[src/rtl/mem_responder.sv]
// mem_responder - single-word memory responder with wait states and a preload port.
// Optional MMIO switch/LED decode is enabled by defining MEM_MMIO_EN.
module mem_responder #(
  parameter int unsigned DATA_W      = 16,
  parameter int unsigned ADDR_W      = 8,
  parameter int unsigned WAIT_CYCLES = 1,
  parameter int unsigned SW_ADDR     = 'h40,
  parameter int unsigned LED_ADDR    = 'h41
) (
  input  logic              clk,
  input  logic              reset,
  input  logic [1:0]        mem_cmd,
  input  logic [ADDR_W-1:0] mem_addr,
  input  logic [DATA_W-1:0] write_data,
  output logic [DATA_W-1:0] read_data,
  output logic              mem_ready,
  output logic              busy,
  input  logic              load_en,
  input  logic [ADDR_W-1:0] load_addr,
  input  logic [DATA_W-1:0] load_data,
  input  logic [7:0]        sw_in,
  output logic [7:0]        led_out
);

  localparam int unsigned DEPTH = 1 << ADDR_W;
  localparam logic [3:0] WAIT_INIT = 4'(WAIT_CYCLES);

  typedef enum logic [1:0] {S_IDLE, S_WAIT, S_RESP} state_t;

  state_t            state_q, state_d;
  logic [3:0]        cnt_q, cnt_d;
  logic              wr_q, wr_d;
  logic [ADDR_W-1:0] addr_q, addr_d;
  logic [DATA_W-1:0] wdata_q, wdata_d;
  logic [DATA_W-1:0] read_data_q, read_data_d;
  logic              ready_q, ready_d;
  logic [7:0]        led_q, led_d;

  logic [DATA_W-1:0] mem_q [DEPTH];
  logic              mem_we;
  logic [ADDR_W-1:0] mem_waddr;
  logic [DATA_W-1:0] mem_wdata;

  logic              cmd_valid;
  logic              resp_go;
  logic              resp_wr;
  logic [ADDR_W-1:0] resp_addr;
  logic [DATA_W-1:0] resp_data;

  assign cmd_valid = (mem_cmd == 2'b01) || (mem_cmd == 2'b10);

  always_comb begin
    state_d     = state_q;
    cnt_d       = cnt_q;
    wr_d        = wr_q;
    addr_d      = addr_q;
    wdata_d     = wdata_q;
    read_data_d = read_data_q;
    ready_d     = 1'b0;
    led_d       = led_q;
    mem_we      = 1'b0;
    mem_waddr   = load_addr;
    mem_wdata   = load_data;
    resp_go     = 1'b0;
    resp_wr     = wr_q;
    resp_addr   = addr_q;
    resp_data   = wdata_q;

    case (state_q)
      S_IDLE: begin
        if (load_en) begin
          mem_we = 1'b1;
        end else if (cmd_valid && reset) begin
          wr_d    = mem_cmd[1];
          addr_d  = mem_addr;
          wdata_d = write_data;
          // With no wait states the response is taken straight from the request.
          if (WAIT_CYCLES == 0) begin
            resp_go   = 1'b1;
            resp_wr   = mem_cmd[1];
            resp_addr = mem_addr;
            resp_data = write_data;
          end else begin
            state_d = S_WAIT;
            cnt_d   = WAIT_INIT;
          end
        end
      end
      S_WAIT: begin
        cnt_d = cnt_q - 4'd1;
        if (cnt_q <= 4'd1) resp_go = 1'b1;
      end
      S_RESP:  state_d = S_IDLE;
      default: state_d = S_IDLE;
    endcase

    if (resp_go) begin
      state_d = S_RESP;
      ready_d = 1'b1;
      cnt_d   = 4'd0;
      if (resp_wr) begin
`ifdef MEM_MMIO_EN
        if (resp_addr == ADDR_W'(LED_ADDR)) begin
          led_d = resp_data[7:0];
        end else begin
          mem_we    = 1'b1;
          mem_waddr = resp_addr;
          mem_wdata = resp_data;
        end
`else
        mem_we    = 1'b1;
        mem_waddr = resp_addr;
        mem_wdata = resp_data;
`endif
      end else begin
`ifdef MEM_MMIO_EN
        if (resp_addr == ADDR_W'(SW_ADDR)) read_data_d = {{(DATA_W-8){1'b0}}, sw_in};
        else                               read_data_d = mem_q[resp_addr];
`else
        read_data_d = mem_q[resp_addr];
`endif
      end
    end
  end

  always_ff @(posedge clk or negedge reset) begin
    if (!reset) begin
      state_q     <= S_IDLE;
      cnt_q       <= 4'd0;
      wr_q        <= 1'b0;
      addr_q      <= '0;
      wdata_q     <= '0;
      read_data_q <= '0;
      ready_q     <= 1'b0;
      led_q       <= 8'd0;
    end else begin
      state_q     <= state_d;
      cnt_q       <= cnt_d;
      wr_q        <= wr_d;
      addr_q      <= addr_d;
      wdata_q     <= wdata_d;
      read_data_q <= read_data_d;
      ready_q     <= ready_d;
      led_q       <= led_d;
    end
  end

  // Array contents survive reset, so this port has no reset term.
  always_ff @(posedge clk) begin
    if (mem_we) mem_q[mem_waddr] <= mem_wdata;
  end

  assign read_data = read_data_q;
  assign mem_ready = ready_q;
  assign busy      = (state_q != S_IDLE);

`ifdef MEM_MMIO_EN
  assign led_out = led_q;
`else
  logic unused_mmio;
  assign unused_mmio = ^{sw_in, led_q, SW_ADDR[0], LED_ADDR[0]};
  assign led_out     = 8'd0;
`endif

endmodule

[config.mk]
export PLATFORM = sky130hd
export DESIGN_NAME = mem_responder
export DESIGN_NICKNAME = d
export VERILOG_FILES = /design/src/rtl/mem_responder.sv
export SDC_FILE = /design/constraint.sdc
export NUM_CORES = 2
export LEC_CHECK = 0
export CORE_UTILIZATION = 53
export DETAILED_ROUTE_END_ITERATION = 16
export GPL_ROUTABILITY_DRIVEN = 0
export PLACE_DENSITY = 0.79
export SLEW_MARGIN = 20
export SYNTH_ARGS = -nofsm -noshare
export SYNTH_HDL_FRONTEND = slang
export SYNTH_SLANG_ARGS = --single-unit
export TNS_END_PERCENT = 1
[constraint.sdc]
create_clock -name clk -period 5.3 [get_ports clk]
set_input_delay 1.06 -clock clk [delete_from_list [all_inputs] [get_ports clk]]
set_output_delay 1.06 -clock clk [all_outputs]
set_load 0.01 [all_outputs]
# Yosys cells after proc, flatten, opt, wreduce, memory -nomap -nowiden
# Memory sizes are Yosys's and may differ from the RTL's. A register that Yosys moved wholly into a read port is not among the register bits.
# Index checks and enable logic that the tools add are counted.
# totals
ff_bits	32
ram_bits	4096
inputBits	61
out_inout_bits	26
memories	1
# mem_list
name	depth	word_bits	read_ports	rd_clocked_by_memory_dff	wr	line_no	text
mem_q	256	16	1	1	1	39	logic [DATA_W-1:0] mem_q [DEPTH];
# classes
addsub	1
n_lt_le_gt_ge	1
n_eq_ne	6
muxes	21
n_bitwise	2
n_reduce_logical	10
# op_table
cell	count
$mux W16	2
$mux W8	2
$mux W4	3
$mux W1	9
$reduce_and A3 Y1	3
$pmux W4 S2	1
$mux W2	3
$ne A3 B3 Y1 const B	2
$eq A2 B1 Y1 const B	2
$le A4 B1 Y1 const B	1
$pmux W2 S2	1
$sub A4 B1 Y4 const B	1
$reduce_bool A3 Y1	1
$eq A2 B2 Y1 const B	1
$logic_not A2 Y1	1
$ne A2 B2 Y1 const B	1
$not A1 Y1	2
$reduce_and A2 Y1	1
$reduce_bool A2 Y1	1
$logic_and A1 B1 Y1	1
$logic_not A1 Y1	1
$logic_or A1 B1 Y1	1

# Longest topological paths before layout
# logic_depth
ltp_word	7
mapped_depth	13
ltp_nobuf	9

# Least setup slack after synthesis
# No wires, ideal clock.
# synth_timing
path_kind	register to register
start	register cnt_q[0]
end	memory mem_q[0][10], data pin
arrival_ns	3.756
slack_ns	0.989
path_stages_with_launch	9
cell_sequence	dfrtp_1 -> inv_1 -> ha_1 -> or2_0 -> nand4_1 -> buf_2 -> buf_1 -> buf_1 -> mux2_2
# synth_via
elab_chain_cells	4
# synth_lines
item	line_no	text
start, declared	31	logic [3:0] cnt_q, cnt_d;
start signal, assigned	138	cnt_q <= cnt_d;
$le A4 B1 Y1	91	if (cnt_q <= 4'd1) resp_go = 1'b1;
$mux W1	91	
$mux W1	69	case (state_q)
$mux W16	97	if (resp_go) begin
net mem_wdata[10]	42	logic [DATA_W-1:0] mem_wdata;
end, declared	39	
# The timed path passes the listed nets, and every way through them passes these cells.

# Worst setup path after layout
# layout_timing
start	register cnt_q[0]
end	memory mem_q[33][3], enable pin
# layout_via
elab_chain_cells	6
word_cells_on_any_way	7
cone_classes	1 x order compare; 6 x mux
# layout_lines
item	line_no	text
$le A4 B1 Y1 *	91	
$mux W1 *	91	
$mux W1 *	69	
$mux W1	97	
$mux W1	150	if (mem_we) mem_q[mem_waddr] <= mem_wdata;
$mux W1 (implied by the code)	150	
# Mark *: on every way between the ends. The rest lies on a longest branch, timed or not.

==> impl_metrics.csv <==
group,metric,value,unit
outcome,outcome,"finished clean",
timing,layout_min_cycle_time,4.65,ns
power,ir_worst_vdd,428,µV
cts,clk_latency,0.93,ns
worst_setup_path,required,5.89,ns
timing,finClkSkew,0.0698,ns
finish,drive_gt1_share,23.1,%
logic_synthesis,synth_cell_types,84,
logic_synthesis,synth-compound-area-share,3.68,%
logic_synthesis,synthXorXnorAreaFrac,0.00544,%
finish,area_growth_syn_to_layout,12.4,%
routing,first_pass_iters,6,
grt,grt_pass1_vias,84500,
timing,rsz0062_at_grt,"false",
power,switchingPower,29900,µW
finish,finalNonFillerCells,12500,
worst_setup_path,startpoint_type,"flip-flop",
floorplanning,io_pins,87,
logic_synthesis,avgSynthCellArea,21.2,µm²
timing,finalSetupViolCount,0,
timing,hold_viol,0,
routing,post_drt_wl_per_cell,35.4,µm
worst_setup_path,cp_data_arrival_time,5.24,ns
power,seq_power_share,41.3,%
placed_design,dp_cells,11700,
logic_synthesis,muxShareOfSynthArea,14.9,%
grt,grt_pass1_wl,621000,µm
logic_synthesis,yosys.area_share.simple,2.03,%
finish,ff_latch_area,0.124,mm²
finish,nets,8237,
cts,cts_resized,0,
routing,final_antenna_net_count,0,
cts,post-cts-setup-buffers,0,
floorplanning,fp.dieW,553,µm
grt,antenna_found_initial,25,
timing,min_period_over_period,87.7,%
routing,drc_errors,0,
worst_setup_path,crit_path_end_kind,"flip-flop",
floorplanning,die_h,553,µm
floorplanning,core,0.301,mm²
logic_synthesis,synth_area,0.161,mm²
cts,clk_pin_slew_worst_paths,0.06,ns
grt,grt_usage,28.5,%
grt,grt.overflow.total,0,
cts,clock-sinks,4144,
cts,cts_made_buffers,385,
power,p_per_area,512,mW/mm²
finish,multiInputGateArea,0.0336,mm²
finish,fillers,19500,
worst_setup_path,path_cells,"inv_1 -> ha_1 -> or2_0 -> nand4_1 -> buf_4 -> nand2_1 -> nand2b_1 -> nor2_1 -> buf_4",
worst_setup_path,cpMostUsedCell,"buf_4",
run,drv_cap,0,
logic_synthesis,synth_top_family_by_area,"multiplexers",
timing,drv_slew,0,
timing,tns,0,ns
routing,vias,85400,
power,clock_power_share,29.4,%
worst_setup_path,critPathMaxFanout,31,
floorplanning,rows,201,
grt,grt_max_degree,164,
power,p_int,62900,µW
cts,cts-root-buf,"clkbuf_16",
power,power_frac_comb,29.3,%
worst_setup_path,slowest_delay,0.97,ns
logic_synthesis,synth_warnings,0,
floorplanning,initial_core_util,53.5,%
logic_synthesis,yosysSeqAreaShare,77.1,%
routing,drt_iter0_drc,14100,
logic_synthesis,synth_edf_count,4096,
routing,drt-total-wl,442000,µm
routing,viasPerCell,6.85,
min_path,hp-class,"input port to async pin",
worst_setup_path,crit_path_top_delay_cell,"nand2b_1",
logic_synthesis,async_flop_share,1.16,%
placed_design,port-buffer-count,70,
logic_synthesis,synthAdderAreaFrac,0.0155,%
cts,htreeDepth,5,
timing,relSlewSlack,10.0,%
cts,cts_tree,"built",
floorplanning,die_area,0.306,mm²
logic_synthesis,netlist_instances,7583,
worst_setup_path,crit_type,"flip-flop to flip-flop",
worst_setup_path,reg2reg_depth,9,
placed_design,dp.final_hpwl,259000,µm
logic_synthesis,ys_seq_elements,4144,
cts,ctsHoldBuffers,0,
cts,cts_buffer_depth,4,
timing,worst_pin_slew,1.35,ns
timing,max_freq,215,MHz
logic_synthesis,synth-main-ff-cell,"edfxtp_1",
power,leakage,0.0579,µW
power,swShare,32.2,%
[stage by stage]
stage / hold slack, ns / worst slack, ns / util [%] / instance area [µm²] / total power [µW]
after global routing: 0.459 / 0.704 / 60.1 / 181000 / 94500
after CTS: 0.401 / 0.873 / 60.1 / 181000 / 92200
final: 0.424 / 0.654 / 60.1 / 181000 / 92700
after global placement: 0.501 / 0.769 / 56.0 / 169000 / 64500
after detailed placement: 0.494 / 0.790 / 56.0 / 169000 / 65100
after floorplan: 0.451 / 0.989 / - / 161000 / 56000
[layout make-up]
type | count | area share, %
diodes | 20 | 0.0276
flip-flops and latches | 4144 | 68.6
well taps | 3958 | 2.74
multi-input cells | 2984 | 18.6
clock buffers | 473 | 5.62
clock inverters | 223 | 1.17
repair buffers | 650 | 3.24
inverters | 9 | 0.0228
[placed cells by master, fill, tap and decap left out, types with 69 or more instances in the layout]
| cell | netlist | final |
|---|---|---|
| a211oi_1 | 71 | 71 |
| clkbuf_1 | 111 | 71 |
| clkdlybuf4s50_1 | 0 | 69 |
| mux2i_1 | 569 | 569 |
| nor2_1 | 311 | 304 |
| o221ai_1 | 104 | 104 |
| clkinv_1 | 1 | 82 |
| edfxtp_1 | 4096 | 4096 |
| mux4_2 | 712 | 712 |
| o21ai_0 | 105 | 100 |
| clkbuf_16 | 0 | 389 |
| buf_4 | 54 | 518 |
| nand2_1 | 203 | 203 |
| a21oi_1 | 113 | 113 |
| clkinv_2 | 0 | 72 |
| a22oi_1 | 87 | 87 |
| o22ai_1 | 177 | 177 |
[layer usage]
layer  global-route usage, %  wire [µm]  vias to the layer above
li1                        -          -                    33000
met1                    36.3     144000                    43600
met2                    43.7     202000                     7374
met3                    7.68      61700                     1385
met4                    18.5      33500                       10
met5                       0         80                        -
[state kept, by name, indices dropped and copies added, names as in the netlist]
name	cells
mem_q	4096
read_data	16
resp_data	16
addr_q	8
cnt_q	4
state_q	2
mem_ready	1
resp_wr	1
[power groups by stage]
stage | sequential (µW) | combinational (µW) | clock (µW)
5_1_grt | 38300 | 27700 | 28600
3_5_place_dp | 39000 | 26100 | 0
3_3_place_gp | 38900 | 25500 | 0
2_1_floorplan | 38600 | 17400 | 0
6_report | 38300 | 27100 | 27300
4_1_cts | 38300 | 26500 | 27400
[worst max-delay path: cells and delay by family (launching register included)]
family,cells,cell delay [ns]
buffers and inverters,3,0.72
and+or+nand+nor,5,2.89
DFF,1,0.43
adders and majority gates,1,0.21
[cells in the mapped netlist, types with 10 or more instances]
cell,number,area share [%]
or2_2,20,0.078
buf_6,66,0.46
nor3_1,34,0.11
a21oi_1,113,0.35
nor2_1,311,0.73
nand4_1,28,0.11
a22oi_1,87,0.41
a211oi_1,71,0.33
a31oi_1,14,0.054
o221ai_1,104,0.57
buf_8,44,0.41
mux2i_1,569,3.5
dfrtp_1,48,0.75
nand2_1,203,0.47
clkbuf_1,111,0.26
buf_12,27,0.34
a221oi_1,32,0.17
buf_1,17,0.040
nand3_1,42,0.13
buf_4,54,0.25
a2111oi_0,37,0.20
mux4_1,62,1.0
o22ai_1,177,0.69
o21ai_0,105,0.33
a22o_1,24,0.13
mux4_2,712,10
edfxtp_1,4096,76
buf_2,126,0.39
nand2b_1,26,0.10
o211ai_1,10,0.047
mux2_2,54,0.38
[kinds of logic after synthesis]
logic type,after synthesis
AOI/OAI and AO/OA,842
and+or+nand+nor,733
DFF,4144
buffers and inverters,462
muxes,1398
xor gates and xnor gates,1
adders and majority gates,2
other,1
[worst paths after layout]
| check | from | slack [ns] | endpoint |
|---|---|---|---|
| worst max register to register | cnt_q[0] | 0.65 | mem_q[33][3] |
| worst min-delay path | reset | 0.42 | addr_q[4] |
| min in group clk | reset | 0.47 | state_q[0] |
| worst min register to register | cnt_q[3] | 0.52 | cnt_q[3] |
| worst max-delay path | cnt_q[0] | 0.65 | mem_q[33][3] |
| max in group asynchronous | reset | 4.18 | addr_q[2] |
Note: power is estimated with default switching activity, not from simulation.
